File: src/rtl/serial_add.sv
// serial_add: LSB-first bit-serial adder built from two half-adder stages and a carry flip-flop.
module half_adder (
    input  logic i_x,
    input  logic i_y,
    output logic o_s,
    output logic o_c
);
    assign o_s = i_x ^ i_y;
    assign o_c = i_x & i_y;
endmodule

module serial_add #(
    parameter int WIDTH = 8
) (
    input  logic             clk,
    input  logic             rst,
    input  logic             start,
    input  logic [WIDTH-1:0] a,
    input  logic [WIDTH-1:0] b,
    output logic             busy,
    output logic             done,
    output logic [WIDTH-1:0] s,
    output logic             c
);
    localparam int CW = (WIDTH > 1) ? $clog2(WIDTH) : 1;
    localparam logic [0:0] IDLE  = 1'b0;
    localparam logic [0:0] SHIFT = 1'b1;
    logic [0:0]       r_state;
    logic [WIDTH-1:0] r_ar, r_br, r_sr, r_s;
    logic [CW-1:0]    r_cnt;
    logic             r_cy, r_c, r_done;
    logic             w_p, w_g, w_bit, w_h, w_co, w_last;
    logic [WIDTH-1:0] w_sr_next;
    half_adder u_ha1 (.i_x(r_ar[0]), .i_y(r_br[0]), .o_s(w_p),   .o_c(w_g));
    half_adder u_ha2 (.i_x(w_p),     .i_y(r_cy),    .o_s(w_bit), .o_c(w_h));
    assign w_co      = w_g | w_h;
    assign w_last    = r_cnt == CW'(WIDTH - 1);
    assign w_sr_next = (r_sr >> 1) | (WIDTH'(w_bit) << (WIDTH - 1));
    assign busy      = r_state == SHIFT;
    assign done      = r_done;
    assign s         = r_s;
    assign c         = r_c;
    always_ff @(posedge clk) begin
        if (rst) begin
            r_state <= IDLE;
            r_ar    <= '0;
            r_br    <= '0;
            r_sr    <= '0;
            r_s     <= '0;
            r_cnt   <= '0;
            r_cy    <= 1'b0;
            r_c     <= 1'b0;
            r_done  <= 1'b0;
        end else begin
            r_done <= 1'b0;
            if (r_state == IDLE) begin
                if (start) begin
                    r_ar    <= a;
                    r_br    <= b;
                    r_cy    <= 1'b0;
                    r_cnt   <= '0;
                    r_state <= SHIFT;
                end
            end else begin
                r_cy  <= w_co;
                r_sr  <= w_sr_next;
                r_ar  <= r_ar >> 1;
                r_br  <= r_br >> 1;
                r_cnt <= r_cnt + 1'b1;
                if (w_last) begin
                    r_s     <= w_sr_next;
                    r_c     <= w_co;
                    r_done  <= 1'b1;
                    r_state <= IDLE;
                end
            end
        end
    end
endmodule

File: config.mk
export PLATFORM = sky130hd
export DESIGN_NAME = serial_add
export DESIGN_NICKNAME = d
export VERILOG_FILES = /design/src/rtl/serial_add.sv
export SDC_FILE = /design/constraint.sdc
export NUM_CORES = 1
export LEC_CHECK = 0
export ABC_AREA = 1
export BUFFER_PORTS_ARGS = -buffer_cell sky130_fd_sc_hd__buf_2
export CORE_ASPECT_RATIO = 1.1
export CORE_MARGIN = 4
export CORE_UTILIZATION = 45
export CTS_BUF_LIST = sky130_fd_sc_hd__clkbuf_4
export CTS_CLUSTER_SIZE = 16
export DETAILED_ROUTE_END_ITERATION = 10
export GPL_ROUTABILITY_DRIVEN = 0
export HOLD_SLACK_MARGIN = 0.08
export PLACE_DENSITY = 0.64
export SLEW_MARGIN = 20
export SYNTH_ARGS = -nofsm -noshare
export SYNTH_HDL_FRONTEND = slang
export SYNTH_SLANG_ARGS = --single-unit
File: constraint.sdc
create_clock -name clk -period 1.4 [get_ports clk]
set_input_delay 0.14 -clock clk [delete_from_list [all_inputs] [get_ports clk]]
set_output_delay 0.14 -clock clk [all_outputs]
set_load 0.01 [all_outputs]
* Word level (Yosys, flattened, before mapping)
Index checks and enable logic that the tools add are counted.
Storage, ports and cells: output and inout port bits 11, bits of input ports 19, register bits 39, logic and storage cells 36
Cells by class: equality and inequality tests 1, $add $sub $neg 1, bitwise operators 7, reductions and logical operators 4, muxes and demuxes 12
Operators by type and width (number):
- 7-bit two-way mux | 4
- 7-bit by 8-bit OR with 8-bit output | 1
- 1-bit two-way mux | 6
- 3-bit two-way mux | 2
- 2-bit OR reduction | 2
- 3-bit by 1-bit adder with 3-bit output (second input constant) | 1
- 3-bit equality test (second input constant) | 1
- 1-bit AND | 2
- 2-bit AND reduction | 1
- 2-bit nonzero test | 1
- 1-bit bitwise XOR | 2
- 1-bit inverter | 1
- 1-bit OR | 1

* Logic depth before layout (Yosys ltp)
depth after elaboration 4, gate-level depth with buffers 7

* By module
A second synthesis with hierarchy kept.
Second synthesis, totals: cell total of the unflattened synthesis 208, area, all modules 1542.7 um^2
By module, submodules not included:
- serial_add | seq. area each 760.7 um^2, instances 1, area each 1517.7 um^2, cells each 206
- half_adder | seq. area each 0.0 um^2, instances 2, area each 12.5 um^2, cells each 1

* Worst setup path before layout
Ideal clock, no wire load.
kind register to register, from register r_cy, to register r_sr[7], data required time 1.325 ns, slack 0.324 ns, path buffers 0, clock period less this slack 1.076 ns, setup time 0.075 ns, stages on the path, launching flop included 4, data arrival time 1.000 ns, cell sequence dfxtp_1 -> fa_1 -> inv_1 -> o22ai_1
Between the ends: longest elaborated chain between the ends 2
Ends and longest elaborated chain:
- start, declared | RTL line 31 | logic r_cy, r_c, r_done;
- start signal, assigned | RTL line 65 | r_cy <= w_co;
- 1-bit bitwise XOR | RTL line 8 | assign o_s = i_x ^ i_y;
- net u_ha2.o_s | RTL line 5 | output logic o_s,
- 7-bit by 8-bit OR with 8-bit output | RTL line 38 | assign w_sr_next = (r_sr >> 1) | (WIDTH'(w_bit) << (WIDTH - 1));
- end signal, assigned | RTL line 66 | r_sr <= w_sr_next;
- end, declared | RTL line 29 | logic [WIDTH-1:0] r_ar, r_br, r_sr, r_s;
The timed path passes the listed nets, and every way through them passes these cells. A chain may end at the register's enable or synchronous reset.

* Worst setup path after layout
from register r_state (netlist: busy), to output port busy
RTL lines:
- start, declared | RTL line 28 | logic [0:0] r_state;
- start signal, assigned | RTL line 45 | r_state <= IDLE;
- start signal, assigned | RTL line 62 | r_state <= SHIFT;
- start signal, assigned | RTL line 74 | r_state <= IDLE;
- end, declared | RTL line 20 | output logic busy,
No word-level cell between the ends.

==> flow_metrics.env <==
export IMPL_cts_max_level=2
export IMPL_max_freq_mhz=772
export IMPL_grt_use_total_pct=16.0
export IMPL_setup_viol=0
export IMPL_synthesis_area_um2=1530
export IMPL_leakage_nw=0.886
export IMPL_ys_types=16
export IMPL_maxSlewHeadroom_pct=72.2
export IMPL_cts_num_sinks=38
export IMPL_io_buffers=29
export IMPL_grt_overflow=0
export IMPL_synth_top_family_by_area="simple AND/OR/NAND/NOR gates"
export IMPL_die_x_um=63.6
export IMPL_synth_compound_area_share_pct=7.77
export IMPL_drtAntennaViolNets=0
export IMPL_synthMuxAreaShare_pct=0
export IMPL_setup_ws_ns=0.105
export IMPL_final_common_cell="nand2_1"
export IMPL_critPathMaxFanout=15
export IMPL_grt_setup_unrepaired="false"
export IMPL_coreArea_um2=3150
export IMPL_whs_path_depth=5
export IMPL_most_common_layout_cells="nand2_1 (52), nand3_1 (38), dfxtp_1 (37), buf_2 (29), inv_1 (24)"
export IMPL_clockBufferDepth=2
export IMPL_finalSetupTns_ns=0
export IMPL_initial_core_util_pct=48.5
export IMPL_wire_per_inst_um=11.4
export IMPL_antennaDiodeCount=0
export IMPL_cts_buffers=5
export IMPL_start_kind="register"
export IMPL_place_area_um2=1670
export IMPL_regToRegSetupSlack_ns=0.20
export IMPL_dp_slack_ns=0.179
export IMPL_fillerInstances=304
export IMPL_holdPathEnd="r_br[2]"
export IMPL_power_density_nw_per_um2=1240
export IMPL_post_cts_buffers=0
export IMPL_drt_wl_total_um=3020
export IMPL_min_from="b[2]"
export IMPL_num_vias=1340
export IMPL_period_share_pct=92.5
export IMPL_drc=0
export IMPL_reg2regPathDepth=5
export IMPL_syn2layout_area_growth_pct=18.3
export IMPL_grt_pass1_vias=1310
export IMPL_grt_antenna_before_repair=0
export IMPL_rows=21
export IMPL_yosys_area_share_simple_pct=28.6
export IMPL_startpoint="busy"
export IMPL_drv_cap=0
export IMPL_fin_crit_ns=1.30
export IMPL_irDropWorstVdd_v=0.000912
export IMPL_ys_seq_area_share_pct=49.8
export IMPL_io_pins=30
export IMPL_die_y_um=69.1
export IMPL_clock_latency_ns=0.35
export IMPL_fin_area_um2=1810
export IMPL_hold_viol_final=0
export IMPL_worst_slew_pin_transition_ns=0.416
export IMPL_synthAdderAreaFrac_pct=2.95
export IMPL_clkTransAtPathRegs_ns=0.12
export IMPL_path_cells="buf_4 > buf_2"
export IMPL_dp_final_hpwl_um=2150
export IMPL_p_total_mw=2.24
export IMPL_synth_nets=217
export IMPL_status="completed"
export IMPL_hold_path_class="input pin to register"
export IMPL_regToRegEndpoint="s[0]"
export IMPL_cp_required_ns=1.26
export IMPL_cts_root_buf="clkbuf_4"
export IMPL_cp_arrival_ns=1.16
export IMPL_critical_path_slowest_cell="dfxtp_4"
export IMPL_die_area_um2=4400
export IMPL_avgSynthCellArea_um2=7.84
export IMPL_syn_inst=195
export IMPL_ys_ff_latch=38
export IMPL_yosys_area_share_xor_xnor_pct=0
export IMPL_timing_rr_start="r_cnt[0]"
export IMPL_grt_max_degree=20
export IMPL_max_stage_delay_ns=0.43
export IMPL_endpoint_kind="output port"
export IMPL_slew_viol_final=0
export IMPL_vias_per_cell=5.08
export IMPL_worst_setup_path_type="register to output port"
export IMPL_fin_worst_skew_ns=0.00638
export IMPL_drive_gt1_share_pct=20.4
export IMPL_drtIter0Drc=41
export IMPL_drt_pass1_iter_count=4
export IMPL_nNetsFinal=251
export IMPL_ys_warn_count=0
export IMPL_grt_pass1_wl_um=5660
export IMPL_cts_tree="yes"
## per-layer routing
layer / GRT usage, % / vias up / routed length, um
met1: 18.2 / 607 / 1350
li1: - / 693 / -
met2: 27.0 / 34 / 1470
met3: 6.01 / 6 / 146
met5: 0 / - / 0
met4: 5.76 / 0 / 46
## worst max-delay path: cells and delay by family, from the launching register on
family	cells	cell delay [ns]
DFF	1	0.43
buffers and inverters	2	0.38
## metrics by stage
stage          instances  hold WS [ns]  util [%]
2_1_floorplan        195         0.209         -
3_3_place_gp         253         0.353      53.1
5_1_grt              264         0.114      57.4
6_report             264         0.116      57.4
4_1_cts              264         0.109      57.3
3_5_place_dp         253         0.354      53.1
## power by group
part	internal, mW	switching, mW
clock network	0.550	0.366
logic	0.0740	0.110
registers	1.11	0.0230
## timing repair
item / in CTS / in global routing
hold buffers: 3 / 0
endpoints found under the hold margin: 5 / 0
setup endpoints to repair: 1 / 1
resized for setup: 1 / 1
## cell type report
type	count	area, um^2	area share [%]
Multi-Input combinational cell	122	602	33.3
Tap cell	34	42.5	2.35
Timing Repair Buffer	35	198	10.9
Sequential cell	38	764	42.3
Clock buffer	5	37.5	2.07
Inverter	27	101	5.60
Clock inverter	3	63.8	3.53
## flip-flops by register name (all words and copies together), names as in the netlist
signal,count
r_sr,7
r_br,8
done,1
r_cy,1
r_ar,8
c,1
r_cnt,3
s,8
busy,1
## synthesized netlist by cell type
cell,instances,area share (%)
a21oi_1,5,1.6
buf_2,4,1.3
buf_6,4,2.9
dfxtp_1,38,50
fa_1,1,1.3
ha_1,2,1.6
inv_1,24,5.9
inv_2,3,0.74
nand2_1,52,13
nand2_2,2,0.82
nand3_1,38,12
nand3_4,1,1.1
nor2_1,3,0.74
nor2_4,1,0.74
o21ai_1,10,3.3
o22ai_1,7,2.9
## cells by family (layout without fill, tap and decap cells)
family                     count (synthesis)  after routing
and+or+nand+nor                           97             97
buffers and inverters                     35             70
adders and majority gates                  3              3
DFF                                       38             38
AOI/OAI and AO/OA                         22             22
## worst max path at each step
stage	endpoint	slack [ns]	depth (start not counted)
detailed placement	r_sr[7]	0.18	3
global route	busy	0.03	2
global placement	c	0.24	5
finish	busy	0.10	2
floorplan	r_sr[7]	0.32	3
CTS	busy	0.03	2
No activity file was read; power rests on OpenSTA's default activity.
